`src/rtl/mips_rf_pkg.sv`:
```
// Shared widths and types for the MIPS register file and its scoreboard.
package mips_rf_pkg;

  localparam int RF_DATA_W = 16;
  localparam int RF_ADDR_W = 4;

  typedef logic [RF_ADDR_W-1:0] rf_addr_t;
  typedef logic [RF_DATA_W-1:0] rf_data_t;

endpackage

```
`src/rtl/rf_scoreboard.sv`:
```
// Per-register busy bits with set-wins priority, plus RAW hazard detection for rs1/rs2.
module rf_scoreboard
  import mips_rf_pkg::*;
#(
  parameter int ADDR_W   = RF_ADDR_W,
  parameter int ZERO_REG = 0,
  parameter int BYPASS   = 1,
  localparam int DEPTH   = 1 << ADDR_W
) (
  input  logic              clk,
  input  logic              rst_n,
  input  logic [ADDR_W-1:0] rs1,
  input  logic [ADDR_W-1:0] rs2,
  input  logic [ADDR_W-1:0] rw,
  input  logic              issue_en,
  input  logic              wr_en,
  input  logic [ADDR_W-1:0] wr_addr,
  output logic              hazard,
  output logic [DEPTH-1:0]  busy
);

  logic [DEPTH-1:0] r_busy;
  logic [DEPTH-1:0] w_set;
  logic [DEPTH-1:0] w_clr;
  logic [DEPTH-1:0] w_busy_next;
  logic             w_fwd1;
  logic             w_fwd2;

  genvar gi;
  generate
    for (gi = 0; gi < DEPTH; gi++) begin : g_bit
      // A new producer supersedes the retiring one, so set overrides clear.
      assign w_set[gi] = issue_en && (rw == ADDR_W'(gi)) && !((ZERO_REG != 0) && (gi == 0));
      assign w_clr[gi] = wr_en && (wr_addr == ADDR_W'(gi));
      assign w_busy_next[gi] = w_set[gi] | (r_busy[gi] & ~w_clr[gi]);

      always_ff @(posedge clk or negedge rst_n) begin
        if (!rst_n) begin
          r_busy[gi] <= 1'b0;
        end else begin
          r_busy[gi] <= w_busy_next[gi];
        end
      end
    end
  endgenerate

  assign w_fwd1 = (BYPASS != 0) && wr_en && (wr_addr == rs1);
  assign w_fwd2 = (BYPASS != 0) && wr_en && (wr_addr == rs2);

  assign hazard = (r_busy[rs1] & ~w_fwd1) | (r_busy[rs2] & ~w_fwd2);
  assign busy   = r_busy;

endmodule

```
`src/rtl/reg_file_sb.sv`:
```
// Clocked 3-read/1-write register file with optional bypass and zero register, plus RAW scoreboard.
module reg_file_sb
  import mips_rf_pkg::*;
#(
  parameter int DATA_W   = RF_DATA_W,
  parameter int ADDR_W   = RF_ADDR_W,
  parameter int ZERO_REG = 0,
  parameter int BYPASS   = 1,
  localparam int DEPTH   = 1 << ADDR_W
) (
  input  logic              clk,
  input  logic              rst_n,
  input  logic [ADDR_W-1:0] rs1,
  input  logic [ADDR_W-1:0] rs2,
  input  logic [ADDR_W-1:0] rw,
  output logic [DATA_W-1:0] rd1,
  output logic [DATA_W-1:0] rd2,
  output logic [DATA_W-1:0] rd3,
  input  logic              wr_en,
  input  logic [ADDR_W-1:0] wr_addr,
  input  logic [DATA_W-1:0] wr_data,
  input  logic              issue_en,
  output logic              hazard,
  output logic [DEPTH-1:0]  busy
);

  logic [DATA_W-1:0] r_mem [DEPTH];
  logic              w_we;
  logic [ADDR_W-1:0] w_raddr [3];
  logic [DATA_W-1:0] w_rdata [3];
  logic [2:0]        w_zero;
  logic [2:0]        w_fwd;

  assign w_we = wr_en && !((ZERO_REG != 0) && (wr_addr == '0));

  genvar gi;
  generate
    for (gi = 0; gi < DEPTH; gi++) begin : g_reg
      always_ff @(posedge clk or negedge rst_n) begin
        if (!rst_n) begin
          r_mem[gi] <= '0;
        end else if (w_we && (wr_addr == ADDR_W'(gi))) begin
          r_mem[gi] <= wr_data;
        end
      end
    end
  endgenerate

  assign w_raddr[0] = rs1;
  assign w_raddr[1] = rs2;
  assign w_raddr[2] = rw;

  // Forwarding is suppressed while reset is held so all read ports show 0.
  generate
    for (gi = 0; gi < 3; gi++) begin : g_rport
      assign w_zero[gi]  = (ZERO_REG != 0) && (w_raddr[gi] == '0);
      assign w_fwd[gi]   = (BYPASS != 0) && rst_n && wr_en && (wr_addr == w_raddr[gi]);
      assign w_rdata[gi] = w_zero[gi] ? '0 :
                           w_fwd[gi]  ? wr_data : r_mem[w_raddr[gi]];
    end
  endgenerate

  assign rd1 = w_rdata[0];
  assign rd2 = w_rdata[1];
  assign rd3 = w_rdata[2];

  rf_scoreboard #(
    .ADDR_W   (ADDR_W),
    .ZERO_REG (ZERO_REG),
    .BYPASS   (BYPASS)
  ) u_sb (
    .clk      (clk),
    .rst_n    (rst_n),
    .rs1      (rs1),
    .rs2      (rs2),
    .rw       (rw),
    .issue_en (issue_en),
    .wr_en    (wr_en),
    .wr_addr  (wr_addr),
    .hazard   (hazard),
    .busy     (busy)
  );

endmodule
```
`config.mk`:
```
export PLATFORM = sky130hd
export DESIGN_NAME = reg_file_sb
export DESIGN_NICKNAME = d
export VERILOG_FILES = /design/src/rtl/mips_rf_pkg.sv /design/src/rtl/rf_scoreboard.sv /design/src/rtl/reg_file_sb.sv
export SDC_FILE = /design/constraint.sdc
export NUM_CORES = 1
export LEC_CHECK = 0
export ABC_CLOCK_PERIOD_IN_PS = 5800
export CAP_MARGIN = 20
export CORE_MARGIN = 3
export CORE_UTILIZATION = 55
export CTS_BUF_LIST = sky130_fd_sc_hd__clkbuf_2
export DETAILED_ROUTE_END_ITERATION = 12
export PLACE_DENSITY_LB_ADDON = 0.12
export SLEW_MARGIN = 20
export SYNTH_ARGS = -nofsm -noshare
export SYNTH_HDL_FRONTEND = slang
export SYNTH_SLANG_ARGS = --single-unit
```
`constraint.sdc`:
```
create_clock -name clk -period 5.8 [get_ports clk]
set_input_delay 1.16 -clock clk [delete_from_list [all_inputs] [get_ports clk]]
set_output_delay 1.16 -clock clk [all_outputs]
set_load 0.005 [all_outputs]
```
==> impl_metrics.json, run 1 <==
{
  "data_required_time_at_the_worst_endpoint_ps": 4640,
  "root_buffer": "sky130_fd_sc_hd__clkbuf_2",
  "route.final.wire_length_microns": 51000,
  "netlist.area_leader.share_pct": 39.8,
  "hp-class": "in2async",
  "tritoncts_num_sinks": 272,
  "detailedRoute.firstPassIterationCount": 6,
  "cap_viol_max_count": 0,
  "highest_ir_drop_seen_on_vdd_mv": 0.165,
  "slew_headroom_pct": 27.1,
  "worst_r2r_start": "r_mem[232]$_DFFE_PN0P_",
  "final.period_utilization_pct": 87.6,
  "syn_avg_cell_area_sq_um": 14.7,
  "overall_global_routing_usage_pct": 31.3,
  "syn-num-nets": 1202,
  "power.share.switching_pct": 31.9,
  "drt.antenna.violating_nets": 0,
  "grt_max_degree": 73,
  "placed_cells": 1586,
  "status": "complete, no violations",
  "tritoncts": "done",
  "synth_cell_types": 33,
  "setup_total_negative_slack_ps": 0,
  "place.port_buffers": 100,
  "area_growth_syn_to_layout_pct": 12.6,
  "design.final.nets": 1311,
  "syn-cell-area_sq_mm": 0.0171,
  "most-common-layout-cells": "sky130_fd_sc_hd__mux2_2, sky130_fd_sc_hd__dfrtp_1, sky130_fd_sc_hd__mux4_2",
  "maxSlewViolCount": 0,
  "cp_max_fo": 23,
  "syn_inst": 1166,
  "vias_per_cell": 6.84,
  "peak_freq_mhz": 197,
  "grt_first_pass_wirelength_microns": 77800,
  "unrepaired_setup_endpoints_after_global_routing": "false",
  "first_global_vias": 12200,
  "path_clk_slew_ps": 100,
  "layout_commonest_cell": "sky130_fd_sc_hd__mux2_2",
  "p_leak_nw": 7.93,
  "routabilityCongestion": 0.882,
  "clock_share_of_power_pct": 22.4,
  "synth_flop_cell": "sky130_fd_sc_hd__dfrtp_1",
  "combPwrFrac_pct": 32.9,
  "initial_core_util_pct": 56.8,
  "power.internal_mw": 4.25,
  "post_cts.resized_instances": 0,
  "cp_data_arrival_time_ps": 3920,
  "hpwl_microns": 33300,
  "die_height_microns": 182,
  "yosys_register_bits": 272,
  "clk_latency_ps": 840,
  "fin_crit_ps": 5080,
  "power.density_cell_area_mw_per_mm2": 324,
  "reg2reg_slack_ps": 4980,
  "num_rows": 63,
  "ys_warn_count": 0,
  "fillers": 2345,
  "most_area_hungry_cell_type_in_the_yosys_netlist": "sky130_fd_sc_hd__dfrtp_1",
  "asyncSetResetFlopFracSynth_pct": 100,
  "clk_path_buf_depth": 3,
  "final_cells": 1721,
  "fin_skew_ps": 0,
  "antenna_found_initial": 3,
  "detail_route.wl_per_cell_microns": 29.6,
  "synth_seq_area_share_pct": 39.8,
  "fp.dieW_microns": 182,
  "final_setup_viols": 0,
  "worst_pin_slew_ps": 1090,
  "cts_hold_buf": 0,
  "reg2reg_depth": 1,
  "cts_setup_buffers": 0,
  "crit_path_end_kind": "output pin",
  "critical_path.reg2reg.endpoint": "r_mem[232]$_DFFE_PN0P_",
  "seqPwrFrac_pct": 44.7,
  "netSwitchingPower_mw": 1.99,
  "grt_overflow": 0,
  "cts_htree_levels": 3,
  "fp.coreArea_sq_mm": 0.0301,
  "utilization_pct": 63.9,
  "design.portCount": 101,
  "via_count": 11800,
  "worst_setup_path_start_kind": "input port",
  "synth_edf_count": 0,
  "drc": 0,
  "final_hold_viol_count": 0,
  "criticalPathCategory": "in2out",
  "cts_made_buffers": 77,
  "synth.area.top_cells": "sky130_fd_sc_hd__dfrtp_1, sky130_fd_sc_hd__mux4_2, sky130_fd_sc_hd__mux2_2",
  "drive_above_1_share_pct": 54.1,
  "total_power_mw": 6.24,
  "detail_route.iter0.violations": 1075,
  "dieArea_sq_mm": 0.0332
}
## cell families after synthesis
kind of cell | Yosys count | share of synthesized area (%)
muxes | 558 | 50.9
AOI/OAI and AO/OA | 78 | 2.48
buffers and inverters | 139 | 3.49
xor gates and xnor gates | 12 | 0.615
DFF | 272 | 39.8
and+or+nand+nor | 107 | 2.69
## through the flow
step / hold WS, ps / cell area [sq um] / setup slack, ps
2_1_floorplan: 505 / 17100 / 1710
3_3_place_gp: 524 / 18600 / 791
3_5_place_dp: 536 / 18600 / 786
4_1_cts: 104 / 19200 / 771
5_1_grt: 135 / 19200 / 671
6_report: 160 / 19200 / 721
## cell type report
type	count	area, sq um	share of cell area [%]
repair buffers	158	1510	7.85
diodes	1	2.50	0.0130
multi-input cells	755	9720	50.5
clock inverters	19	101	0.527
flip-flops and latches	272	6810	35.4
well taps	390	488	2.54
clock buffers	115	576	2.99
inverters	11	41.3	0.215
## worst max-delay path by stage
stage / startpoint / to / slack, ps / cells past startpoint
final: wr_addr[2] / rd1[6] / 720 / 7
after floorplan: rw[1] / rd3[10] / 1710 / 6
after global routing: wr_addr[2] / rd2[8] / 670 / 8
after global placement: wr_addr[2] / rd1[6] / 790 / 7
after detailed placement: wr_addr[2] / rd1[6] / 790 / 7
after CTS: wr_addr[2] / rd1[6] / 770 / 7
## registers in the layout (all words and copies together) (netlist names)
| name | flops |
|---|---|
| u_sb.busy | 16 |
| r_mem | 256 |
## worst max-delay path, stage by stage
cell	delay (ps)
sky130_fd_sc_hd__clkdlybuf4s50_1	820
sky130_fd_sc_hd__xnor2_1	160
sky130_fd_sc_hd__nand4_1	170
sky130_fd_sc_hd__nor2_2	50
sky130_fd_sc_hd__buf_4	230
sky130_fd_sc_hd__o21ai_0	660
sky130_fd_sc_hd__clkdlybuf4s50_1	640
## synth_stat cells (2+ instances only)
cell type and number:
sky130_fd_sc_hd__nand2_1 54, sky130_fd_sc_hd__mux4_2 217, sky130_fd_sc_hd__clkbuf_1 60, sky130_fd_sc_hd__xnor2_1 11, sky130_fd_sc_hd__o31ai_1 2, sky130_fd_sc_hd__nand3_1 4
sky130_fd_sc_hd__o21ai_0 42, sky130_fd_sc_hd__and3_1 2, sky130_fd_sc_hd__inv_1 10, sky130_fd_sc_hd__nand4_1 3, sky130_fd_sc_hd__nor3_2 2, sky130_fd_sc_hd__nor2_1 33
sky130_fd_sc_hd__mux2_2 301, sky130_fd_sc_hd__and2_1 3, sky130_fd_sc_hd__buf_2 39, sky130_fd_sc_hd__a32o_1 3, sky130_fd_sc_hd__o22ai_1 6, sky130_fd_sc_hd__buf_1 26
sky130_fd_sc_hd__dfrtp_1 272, sky130_fd_sc_hd__nand3b_1 3, sky130_fd_sc_hd__a21oi_1 23, sky130_fd_sc_hd__buf_6 2, sky130_fd_sc_hd__mux2i_1 36, sky130_fd_sc_hd__mux2_4 3
## power by group through the flow
stage	registers [mW]	clock network [mW]	logic [mW]
4_1_cts	2.77	1.45	2.06
3_5_place_dp	2.80	0	2.05
3_3_place_gp	2.79	0	2.01
2_1_floorplan	2.64	0	1.44
6_report	2.79	1.40	2.05
5_1_grt	2.84	1.55	2.18
## per-layer routing
metal	global-route usage, %	wire length [microns]	up-vias
met5	0	27	-
met4	11.5	1730	4
met3	7.45	4070	128
met2	48.8	24300	554
met1	43.7	20800	6264
li1	-	-	4820
Power figures use the tool's default switching activity.
==> run 2: changes to the inputs <==
- CTS_BUF_LIST: sky130_fd_sc_hd__clkbuf_2 -> default
==> impl_metrics.json, run 2 (same netlist as run 1, synthesis figures left out) <==
{
  "maxSlewViolCount": 0,
  "first_global_vias": 11900,
  "reg2reg_slack_ps": 4980,
  "worst_pin_slew_ps": 1060,
  "design.portCount": 101,
  "post_cts.resized_instances": 0,
  "routabilityCongestion": 0.882,
  "cap_viol_max_count": 0,
  "cts_hold_buf": 0,
  "reg2reg_depth": 1,
  "status": "complete, no violations",
  "critical_path.reg2reg.endpoint": "r_mem[95]$_DFFE_PN0P_",
  "vias_per_cell": 7.00,
  "layout_commonest_cell": "sky130_fd_sc_hd__mux2_2",
  "fp.dieW_microns": 182,
  "detail_route.wl_per_cell_microns": 31.2,
  "criticalPathCategory": "in2out",
  "overall_global_routing_usage_pct": 31.3,
  "hpwl_microns": 33300,
  "num_rows": 63,
  "worst_r2r_start": "r_mem[95]$_DFFE_PN0P_",
  "final_hold_viol_count": 0,
  "num_antenna_cells": 0,
  "drive_above_1_share_pct": 51.8,
  "root_buffer": "sky130_fd_sc_hd__clkbuf_16",
  "die_height_microns": 182,
  "route.final.wire_length_microns": 51200,
  "data_required_time_at_the_worst_endpoint_ps": 4640,
  "via_count": 11500,
  "crit_path_end_kind": "output pin",
  "cts_htree_levels": 1,
  "drt.antenna.violating_nets": 0,
  "dieArea_sq_mm": 0.0332,
  "antenna_found_initial": 2,
  "final_setup_viols": 0,
  "peak_freq_mhz": 197,
  "area_growth_syn_to_layout_pct": 14.8,
  "path_clk_slew_ps": 60,
  "final.hold.worst_slack_ps": 488,
  "cts_setup_buffers": 0,
  "power.density_cell_area_mw_per_mm2": 352,
  "grt_first_pass_wirelength_microns": 78300,
  "drc": 0,
  "final.period_utilization_pct": 87.3,
  "slew_headroom_pct": 28.8,
  "initial_core_util_pct": 56.8,
  "placed_cell_area_sq_mm": 0.0186,
  "fin_skew_ps": 0,
  "cp_max_fo": 23,
  "grt_overflow": 0,
  "crit_start": "wr_addr[2]",
  "fp.coreArea_sq_mm": 0.0301,
  "most-common-layout-cells": "sky130_fd_sc_hd__mux2_2, sky130_fd_sc_hd__dfrtp_1, sky130_fd_sc_hd__mux4_2",
  "regMostFlops": "r_mem",
  "cts_made_buffers": 31,
  "hp-class": "in2async",
  "clk_path_buf_depth": 3,
  "unrepaired_setup_endpoints_after_global_routing": "false",
  "cp_data_arrival_time_ps": 3910,
  "worst_setup_path_start_kind": "input port",
  "clk_latency_ps": 560,
  "detail_route.iter0.violations": 1029,
  "p_leak_nw": 7.92,
  "design.final.nets": 1265,
  "post-route-cell-area_sq_mm": 0.0196,
  "fin_crit_ps": 5070,
  "tritoncts": "done",
  "grt_max_degree": 73,
  "place.port_buffers": 100,
  "highest_ir_drop_seen_on_vdd_mv": 0.284,
  "setup_total_negative_slack_ps": 0,
  "largest_register_ffs": 256,
  "tritoncts_num_sinks": 272,
  "detailedRoute.firstPassIterationCount": 5
}
-- run 2: cell count changes in the layout (fill, tap and decap cells not counted), sizes merged --
cell | previous run | this run
diode | 1 | 0
clkinvlp | 0 | 2
clkinv | 15 | 5
bufinv | 1 | 4
clkbuf | 115 | 43
inv | 14 | 11
-- run 2: final cells by class --
cell class	instances	area, sq um
multi-input combinational	755	9720
fill	2232	10500
clock inverter	11	164
timing repair buffer	158	1510
sequential	272	6810
tap	390	488
inverter	11	41.3
clock buffer	43	901
-- run 2: through the flow --
stage / util (%) / worst slack, ps / cells / total power, mW
floorplan: - / 1710 / 1166 / 4.08
global placement: 61.7 / 791 / 1586 / 4.80
detailed placement: 61.7 / 786 / 1586 / 4.85
global route: 65.2 / 671 / 1640 / 7.22
finish: 65.2 / 734 / 1640 / 6.91
CTS: 65.2 / 776 / 1640 / 6.92
-- run 2: worst max-delay path by stage --
stage                         end  slack [ps]  cells past startpoint
after global placement     rd1[6]         790                      7
after CTS                  rd1[6]         780                      7
after floorplan           rd3[10]        1710                      6
after global routing       rd2[8]         670                      8
after detailed placement   rd1[6]         790                      7
final                      rd1[6]         730                      7
-- run 2: critical path: stages --
cell and delay, ps:
sky130_fd_sc_hd__clkdlybuf4s50_1 820, sky130_fd_sc_hd__xnor2_1 160, sky130_fd_sc_hd__nand4_1 170, sky130_fd_sc_hd__nor2_2 50, sky130_fd_sc_hd__buf_4 230, sky130_fd_sc_hd__o21ai_0 650, sky130_fd_sc_hd__clkdlybuf4s50_1 640
-- run 2: per-layer routing --
layer,wire length (microns),share of wire [%],track usage [%]
met5,24,0.047,0
met4,1670,3.3,9.20
met3,4220,8.2,7.02
met2,24500,48,49.3
met1,20800,41,44.4
-- run 2: report_power, final --
| group | switching, mW | internal [mW] |
|---|---|---|
| Sequential | 0.457 | 2.34 |
| Clock | 0.806 | 1.25 |
| Combinational | 0.718 | 1.34 |
==> edit: new RTL, settings of run 2 <==
Register the outputs `rd1`, `rd2` and `rd3`, cleared by the reset; this adds one clock of latency there. The other outputs are not delayed to match.
--- a/src/rtl/reg_file_sb.sv
+++ b/src/rtl/reg_file_sb.sv
@@ -61,7 +61,15 @@
   endgenerate
 
-  assign rd1 = w_rdata[0];
-  assign rd2 = w_rdata[1];
-  assign rd3 = w_rdata[2];
+  always_ff @(posedge clk or negedge rst_n) begin
+    if (!rst_n) begin
+      rd1 <= '0;
+      rd2 <= '0;
+      rd3 <= '0;
+    end else begin
+      rd1 <= w_rdata[0];
+      rd2 <= w_rdata[1];
+      rd3 <= w_rdata[2];
+    end
+  end
 
   rf_scoreboard #(
Formal check against the unedited RTL: not equivalent (a bounded check fails within 4 cycles, from zero or initial values and one cycle with rst_n low).
==> edit against run 2 <==
Design area rose by 5.7%. Sequential cell count up 48. Wire length decreased by 4.2%. Maximum frequency rose by 15%. First-iteration DRC count decreased by 10%. Synthesized cell count is 4.1% higher. Synthesized area increased by 7.0%. Combinational power fell by 4%. Global-route usage is 3.0 points lower. Non-clock buffer count down 29. Total power is 9.6% higher. Hold slack better by 0.059 ns. Via count decreased by 0.77%. Setup slack gained 0.65 ns.
==> edit: results (changes against run 2) <==
clockBufferDepth: 3  # unchanged
synthFlopType: "dfrtp_1"  # unchanged
synthArstFlopShare_pct: 100  # unchanged
yosys_warnings: 0  # unchanged
drt_iter0_drc: 924  # was 1029
finalClockSkew_ns: 0.00798  # was 0 ns
synth-edff-count: 0  # unchanged
grt_pass1_vias: 12055  # was 11.9k
ys_seq_area_share_pct: 43.8  # was 39.8%
clk_pin_slew_ns: 0.06  # about the same
crit_path_max_fanout: 30  # was 23
largest_reg_flops: 256  # unchanged
worstMarginPinSlew_ns: 1.02  # was 1.06 ns
p_leak_nw: 8.40  # was 7.92 nW
status: "complete, no violations"  # unchanged
max-vdd-ir-drop_mv: 0.278  # was 0.284 mV
dr_total_vias: 11393  # was 11.5k
ys_top_cells_by_area: "dfrtp_1, mux4_2, mux2_2"  # unchanged
drt_first_pass_iters: 5  # unchanged
cts_setup_buffers: 0  # unchanged
ctsResizeCount: 0  # unchanged
cp_data_arrival_time_ns: 3.25  # was 3.91 ns
antenna_found_initial: 1  # was 2
grt_pass1_wl_um: 75900  # was 78300 um
crit_path_max_incr_delay_ns: 0.57  # was 0.82 ns
cts_buffers: 36  # was 31
grtUsageTotal_pct: 28.3  # was 31.3%
grt_max_degree: 174  # was 73
slowest_stage: "mux4_2"  # was clkdlybuf4s50_1
path_delay_family: "buffers and inverters"  # unchanged
place.gp.congestion: 0.828  # was 0.882
synth_nets: 1250  # was 1202
cts_root_buf: "clkbuf_16"  # unchanged
place_hpwl_um: 28100  # was 33300 um
yosys-top-cells-count: "dfrtp_1, mux2_2, mux4_2"  # was mux2_2, dfrtp_1, mux4_2
synth_cell_types: 32  # was 33
port_buffers: 100  # unchanged
insertion_delay_ns: 0.51  # was 0.56 ns
diodes: 0  # unchanged
top_register: "r_mem"  # unchanged
drt-total-wl_um: 49000  # was 51200 um
min_path_type: "reg -> reg"  # was in -> async
htreeDepth: 2  # was 1
drive_above_1_share_pct: 49.1  # was 51.8%
edit: logic make-up (layout without fill, tap and decap cells):
family	after synthesis	in the layout	synth area share (%)
buffers and inverters	139	203	3.31
DFF	320	320	43.8
muxes	558	558	47.5
AOI/OAI and AO/OA	78	78	2.32
and+or+nand+nor	107	107	2.51
xor gates and xnor gates	12	12	0.574
edit: where the power goes:
group	switching [W]	internal (W)	total [W]
registers	0.000473	0.00277	0.00324
clock network	0.000914	0.00144	0.00236
logic	0.000657	0.00132	0.00198
total	0.00204	0.00553	0.00758
edit: final timing paths:
kind	start	to	slack [ns]	cells after the start
max	rs1[0]	hazard	1.39	7
min	r_mem[158]$_DFFE_PN0P_	r_mem[158]$_DFFE_PN0P_	0.55	1
max reg2reg	r_mem[136]$_DFFE_PN0P_	rd1[8]$_DFF_PN0_	3.97	5
min reg2reg	r_mem[158]$_DFFE_PN0P_	r_mem[158]$_DFFE_PN0P_	0.55	1
max in group asynchronous	rst_n	r_mem[224]$_DFFE_PN0P_	3.75	2
min in group asynchronous	rst_n	r_mem[65]$_DFFE_PN0P_	0.60	1
edit: metrics by stage:
stage | utilization (%) | setup WS (ns) | cell area, sq um | cells
final | 63.5 | 1.39 | 20700 | 1720
after global routing | 63.5 | 1.25 | 20700 | 1720
after CTS | 63.5 | 1.37 | 20700 | 1720
after detailed placement | 59.7 | 1.38 | 19500 | 1657
after global placement | 59.7 | 1.37 | 19500 | 1657
after floorplan | - | 1.93 | 18300 | 1214
edit: metal layers:
layer | share of wire, % | global-route usage [%]
met5 | 0.031 | 0
met4 | 3.7 | 9.48
met3 | 5.9 | 5.08
met2 | 50 | 48.0
met1 | 40 | 37.5
edit: layout make-up:
class | count | area (sq um)
multi-input combinational | 755 | 9710
timing repair buffer | 129 | 1220
clock buffer | 55 | 1100
tap | 442 | 553
inverter | 11 | 41.3
clock inverter | 8 | 123
sequential | 320 | 8010
fill | 2454 | 12000
edit: worst register-to-register path: stages, from the launching register on:
cell and delay [ns]:
dfrtp_1 0.41, mux4_2 0.48, mux2i_1 0.31, nor2_1 0.09, a21oi_1 0.28, o21ai_0 0.13
